[src/rtl/seg_scan_capture.sv]
// Samples a multiplexed 4-digit 7-segment display bus back into BCD.
// Define SEG_SCAN_CAPTURE_DP_EN to also capture the decimal points.
module seg_scan_capture #(
  parameter int SETTLE_CYC  = 16,
  parameter int TIMEOUT_CYC = 2_000_000
) (
  input  logic        clk,
  input  logic        rst_n,
  input  logic [6:0]  seg,
  input  logic [3:0]  an,
  input  logic        dp,
  input  logic        clr_err,
  output logic [15:0] digit,
  output logic [3:0]  blank,
  output logic [3:0]  dp_out,
  output logic        frame_valid,
  output logic        err_seg,
  output logic        err_an,
  output logic        stale
);

  localparam int SW = $clog2(SETTLE_CYC + 1);
  localparam int TW = $clog2(TIMEOUT_CYC + 1);

  typedef enum logic {
    WAIT,
    HOLD
  } state_t;

  logic [6:0] seg_s1;
  logic [6:0] seg_s2;
  logic [3:0] an_s1;
  logic [3:0] an_s2;
  logic       dp_s2;

  always_ff @(posedge clk or negedge rst_n) begin
    if (!rst_n) begin
      seg_s1 <= '0;
      seg_s2 <= '0;
      an_s1  <= '0;
      an_s2  <= '0;
    end else begin
      seg_s1 <= seg;
      seg_s2 <= seg_s1;
      an_s1  <= an;
      an_s2  <= an_s1;
    end
  end

`ifdef SEG_SCAN_CAPTURE_DP_EN
  localparam int VW = 12;

  logic dp_s1;

  always_ff @(posedge clk or negedge rst_n) begin
    if (!rst_n) begin
      dp_s1 <= 1'b0;
      dp_s2 <= 1'b0;
    end else begin
      dp_s1 <= dp;
      dp_s2 <= dp_s1;
    end
  end

  logic [VW-1:0] vec;
  assign vec = {an_s2, seg_s2, dp_s2};
`else
  localparam int VW = 11;

  logic dp_unused;
  assign dp_unused = dp;
  assign dp_s2     = 1'b1;

  logic [VW-1:0] vec;
  assign vec = {an_s2, seg_s2};
`endif

  state_t        state;
  logic [SW-1:0] stab_cnt;
  logic [VW-1:0] vec_q;
  logic          changed;
  logic          sample;

  assign changed = (vec != vec_q);
  assign sample  = (state == WAIT) && !changed &&
                   (stab_cnt == SW'(SETTLE_CYC - 1));

  always_ff @(posedge clk or negedge rst_n) begin
    if (!rst_n) begin
      state    <= WAIT;
      stab_cnt <= '0;
      vec_q    <= '0;
    end else begin
      vec_q <= vec;
      if (changed) begin
        state    <= WAIT;
        stab_cnt <= '0;
      end else if (state == WAIT) begin
        if (sample) begin
          state <= HOLD;
        end else begin
          stab_cnt <= stab_cnt + 1'b1;
        end
      end
    end
  end

  logic       one_hot;
  logic [1:0] pos;

  always_comb begin
    one_hot = 1'b1;
    pos     = 2'd0;
    case (an_s2)
      4'b1110: pos = 2'd0;
      4'b1101: pos = 2'd1;
      4'b1011: pos = 2'd2;
      4'b0111: pos = 2'd3;
      default: one_hot = 1'b0;
    endcase
  end

  logic [3:0] dec_val;
  logic       dec_ok;
  logic       dec_blank;

  always_comb begin
    dec_val   = 4'h0;
    dec_ok    = 1'b1;
    dec_blank = 1'b0;
    case (seg_s2)
      7'h40: dec_val = 4'd0;
      7'h79: dec_val = 4'd1;
      7'h24: dec_val = 4'd2;
      7'h30: dec_val = 4'd3;
      7'h19: dec_val = 4'd4;
      7'h12: dec_val = 4'd5;
      7'h02: dec_val = 4'd6;
      7'h78: dec_val = 4'd7;
      7'h00: dec_val = 4'd8;
      7'h10: dec_val = 4'd9;
      7'h7F: dec_blank = 1'b1;
      default: begin
        dec_val = 4'hF;
        dec_ok  = 1'b0;
      end
    endcase
  end

  logic       store;
  logic       an_bad;
  logic       seg_bad;
  logic [3:0] pos_mask;

  assign store    = sample && one_hot;
  assign an_bad   = sample && !one_hot && (an_s2 != 4'hF);
  assign seg_bad  = store && !dec_ok;
  assign pos_mask = store ? ~an_s2 : 4'h0;

  logic [15:0]   sh_digit;
  logic [3:0]    sh_blank;
  logic [3:0]    seen;
  logic          frame_go;
  logic [TW-1:0] cap_cnt;

  assign frame_go = (seen == 4'hF);

  always_ff @(posedge clk or negedge rst_n) begin
    if (!rst_n) begin
      sh_digit    <= '0;
      sh_blank    <= '0;
      seen        <= '0;
      digit       <= '0;
      blank       <= '0;
      frame_valid <= 1'b0;
      err_seg     <= 1'b0;
      err_an      <= 1'b0;
      stale       <= 1'b0;
      cap_cnt     <= '0;
    end else begin
      frame_valid <= frame_go;
      if (frame_go) begin
        digit <= sh_digit;
        blank <= sh_blank;
      end
      seen <= (frame_go ? 4'h0 : seen) | pos_mask;
      if (store) begin
        sh_digit[{pos, 2'b00} +: 4] <= dec_val;
        sh_blank[pos]               <= dec_blank;
      end
      // a fresh error outranks a same-cycle clear
      err_seg <= (err_seg & ~clr_err) | seg_bad;
      err_an  <= (err_an & ~clr_err) | an_bad;
      if (store) begin
        cap_cnt <= '0;
      end else if (cap_cnt != TW'(TIMEOUT_CYC)) begin
        cap_cnt <= cap_cnt + 1'b1;
      end
      if (frame_go) begin
        stale <= 1'b0;
      end else if (!store &&
                   cap_cnt == TW'(TIMEOUT_CYC - 1)) begin
        stale <= 1'b1;
      end
    end
  end

`ifdef SEG_SCAN_CAPTURE_DP_EN
  logic [3:0] sh_dp;

  always_ff @(posedge clk or negedge rst_n) begin
    if (!rst_n) begin
      sh_dp  <= '0;
      dp_out <= '0;
    end else begin
      if (store) begin
        sh_dp[pos] <= ~dp_s2;
      end
      if (frame_go) begin
        dp_out <= sh_dp;
      end
    end
  end
`else
  assign dp_out = 4'h0;
`endif

endmodule

[config.mk]
export PLATFORM = sky130hd
export DESIGN_NAME = seg_scan_capture
export DESIGN_NICKNAME = d
export VERILOG_FILES = /design/src/rtl/seg_scan_capture.sv
export SDC_FILE = /design/constraint.sdc
export NUM_CORES = 1
export LEC_CHECK = 0
export CORE_UTILIZATION = 40
export DETAILED_ROUTE_END_ITERATION = 8
export PLACE_DENSITY = 0.69
export SYNTH_ARGS = -nofsm -noshare
export SYNTH_HDL_FRONTEND = slang
export SYNTH_SLANG_ARGS = --single-unit
[constraint.sdc]
create_clock -name clk -period 2.7 [get_ports clk]
set_input_delay 0.675 -clock clk [delete_from_list [all_inputs] [get_ports clk]]
set_output_delay 0.675 -clock clk [all_outputs]
set_load 0.01 [all_outputs]
==> metrics.md <==
| Metric | Value |
|---|---|
| Total CTS buffers | 9 |
| Final Instance Area | ~5400 um^2 |
| CTS clk-pin slew, worst paths | roughly 70 ps |
| Clock root buffer | clkbuf_16 |
| Worst Hold Class | primary input to asynchronous set/reset pin |
| RSZ-0062 raised after global routing | no |
| Worst Setup Start Kind | flip-flop |
| Clock power frac | 40.6% |
| 1st-iter DRT viols | between 200 and 250 |
| Buffers on Ports | 37 |
| Commonest non-fill, non-tap cells in the layout | dfrtp_1 (108), nand2_1 (80), nor2_1 (43) |
| Die Ht | between 100 and 150 um |
| Final number of hold-violating endpoints | 0 |
| TNS Setup | 0 ps |
| First-pass GRT wire length | 14400 um |
| GR Util All Layers | around 15% |
| Relative slew slack | a little under half |
| Reg power frac | 55.4% |
| Number of diodes | 0 |
| Post-DP HPWL | between 5000 and 6000 um |
| Static leakage | ~2.5 nW |
| Ratio of cells with drive above 1 in the final layout | 7.64% |
| Gr ovfl total | 0 |
| Largest net degree at the start of global routing | 40 |
| Resized cells post-CTS | 0 |
| WP buf/inv | 1 |
| Synthesized area | roughly 4600 um^2 |
| Layout filler cell count | ~1000 |
| IO Count | 43 |
| Routed vias/inst | just over 5 |
| DRC | 0 |
| Tcrit/Tclk final | approximately nine tenths |
| Fin. max-slew vios | 0 |
| Bufs on Longest Clock Path | 2 |
| Vias post-DR | 3164 |
| Crit path max fanout | 17 |
| CORE AREA | approximately 11000 um^2 |
| Setup bufs post-CTS | 0 |
| Die width | approximately 110 um |
| CP Launch Point | stab_cnt[0] |
| Starting density of the core | a little over two fifths |
| Critical path class | flip-flop to flip-flop |
| Synth warn | 0 |
| Crit path max-delay cell type | or3_4 |
| Worst-Skew Late Latency | 340 ps |
| Area delta synth->final | 16.3% |
| Initial DRT Pass Iterations | 4 |
| Total wire length | 8100 um |
| Critical path, cell by cell | ha_1, and3_1, ha_1, and2b_2, nor4b_1, nand4_1, buf_4, or3_4, o21ai_1 |
| Syn avg cell area | between 10 and 15 um^2 |
| Crit path DAT | between 2000 and 3000 ps |
| Worst path required time | around 3000 ps |
| Max-Cap Viols | 0 |
| TritonCTS clock tree | yes |
| Flop and latch count out of synthesis | between 100 and 150 |
| Post-Syn Instances | roughly 440 |
| Status | finished clean |
| Final setup fails | 0 |
| Antenna-violating nets left | 0 |
| Clock sink count | 108 |
| DR WL/cell | between 10 and 15 um |
| Least-Margin Pin Slew | 781 ps |
| Final Skew | about 9.3 ps |
| Cell family with most CP delay | simple AND/OR/NAND/NOR gates |
| Vias in the first global route | ~3200 |
| Htree depth | 3 |
| Nets@finish | between 500 and 600 |
| Endpoint class of the critical path | flip-flop |
| Peak VDD IR | 0.339 mV |
| Die area | 12100 um^2 |
| Sw Pwr | roughly 680 uW |
| Sw Share | 22.8% |
| Crit-path most repeated cell | ha_1 |
| Initial antenna violation count | 0 |
| Netlist cell types | 48 |
| Area post-placement | just over 5000 um^2 |
| Internal Power | about 2.3 mW |
| Combinational fraction of design power | under 10% |
| Commonest non-fill, non-tap cell in the layout | dfrtp_1 |
| FF-to-FF Start | stab_cnt[0] |
| RePlAce Congestion | approximately 0.85 |
| Slowest stage delay, CP | around 400 ps |
| Site row count | 38 |
| Fmax | between 0.4 and 0.5 GHz |
| CTS Hold Bufs | 0 |
| Tmin final | between 2000 and 2500 ps |
| Cell Pwr Density | 556 nW/um^2 |
| Seq/Total Area, Yosys | 58.2% |
[cell type report]
type	instances	area, um^2	area share, %
sequential	108	2700	50.0
multi-input combinational	297	1740	32.3
timing repair buffer	45	440	8.15
clock buffer	10	229	4.24
tap	140	175	3.24
inverter	18	67.6	1.25
clock inverter	6	47.5	0.879
[worst register-to-register path, cell delays in order, from the launching register on]
cell     delay [ps]
dfrtp_1         390
ha_1            170
and3_1          160
ha_1            210
and2b_2         200
nor4b_1         250
nand4_1         200
buf_4           240
or3_4           400
o21ai_1         160
[power by group through the flow]
stage	combinational [mW]	sequential, mW	clock [mW]
after floorplan	0.0805	1.68	0
after global placement	0.118	1.70	0
after detailed placement	0.122	1.70	0
after CTS	0.122	1.67	1.25
after global routing	0.138	1.67	1.32
final	0.119	1.67	1.22
[cell usage after synthesis, drive strengths merged]
library cell	instances	area, um^2
inv	18	67.6
a2111o	1	11.3
nor4	5	43.8
maj3	1	10.0
a211oi	2	20.0
a21boi	1	7.51
ha	10	125
nand2	80	300
and4	5	43.8
buf	17	121
nand3	12	60.1
nand4b	3	26.3
xor2	21	184
xnor2	16	140
and3	3	18.8
a31oi	1	6.26
nor2	43	161
or4	2	15.0
or4b	1	10.0
a2111oi	1	10.0
conb	1	3.75
mux2i	1	10.0
mux2	4	45.0
a21oi	6	30.0
nor3	6	30.0
clkbuf	6	22.5
a41oi	1	8.76
dfrtp	108	2700
nor4b	3	26.3
o2bb2ai	1	8.76
or3b	2	17.5
and2b	1	8.76
nor3b	1	7.51
o21ai	39	195
a32o	1	10.0
o211ai	1	7.51
o32ai	1	8.76
nand2b	3	18.8
nand4	7	43.8
or2	1	6.26
or3	6	52.6
[sequential cells by signal (all words and copies together), names as in the netlist]
| signal | flops |
|---|---|
| stab_cnt | 5 |
| sh_blank | 4 |
| seen | 4 |
| an_s1 | 4 |
| digit | 16 |
| state | 1 |
| blank | 4 |
| cap_cnt | 21 |
| frame_valid | 1 |
| vec_q | 11 |
| seg_s2 | 7 |
| seg_s1 | 7 |
| stale | 1 |
| an_s2 | 4 |
| sh_digit | 16 |
| err_an | 1 |
| err_seg | 1 |
[path summary, 6_finish.rpt]
| check | depth (start not counted) | to | slack (ps) |
|---|---|---|---|
| min | 1 | digit[3] | 290 |
| max reg2reg | 9 | sh_digit[12] | 240 |
| min in group clk | 0 | seg_s2[5] | 350 |
| max in group asynchronous | 2 | seg_s2[5] | 1630 |
| min reg2reg | 0 | seg_s2[5] | 350 |
| max | 9 | sh_digit[12] | 240 |
[layer usage]
metal  share of wire [%]  GRT usage, %
met1                  46          19.4
met2                  49          25.8
met3                 3.7          3.14
met4                 1.2          5.33
met5                   0             0
[per-stage QoR]
| stage | setup slack (ps) | util (%) | power (mW) | std cells | hold WS, ps |
|---|---|---|---|---|---|
| 2_1_floorplan | 609 | - | 1.76 | 446 | 331 |
| 3_3_place_gp | 324 | 46.3 | 1.82 | 608 | 332 |
| 3_5_place_dp | 264 | 46.3 | 1.82 | 608 | 337 |
| 4_1_cts | 247 | 48.8 | 3.04 | 624 | 303 |
| 5_1_grt | 128 | 48.8 | 3.13 | 624 | 323 |
| 6_report | 242 | 48.8 | 3.01 | 624 | 289 |
[logic make-up after synthesis]
kind of cell	share of synthesized area (%)
xor+xnor	6.97
fa+ha+maj	2.91
buf+inv	4.55
mux	1.18
other cells	0.0807
simple gates	19.2
flops	58.2
compound gates	6.97
Note: power is estimated with default switching activity, not from simulation.
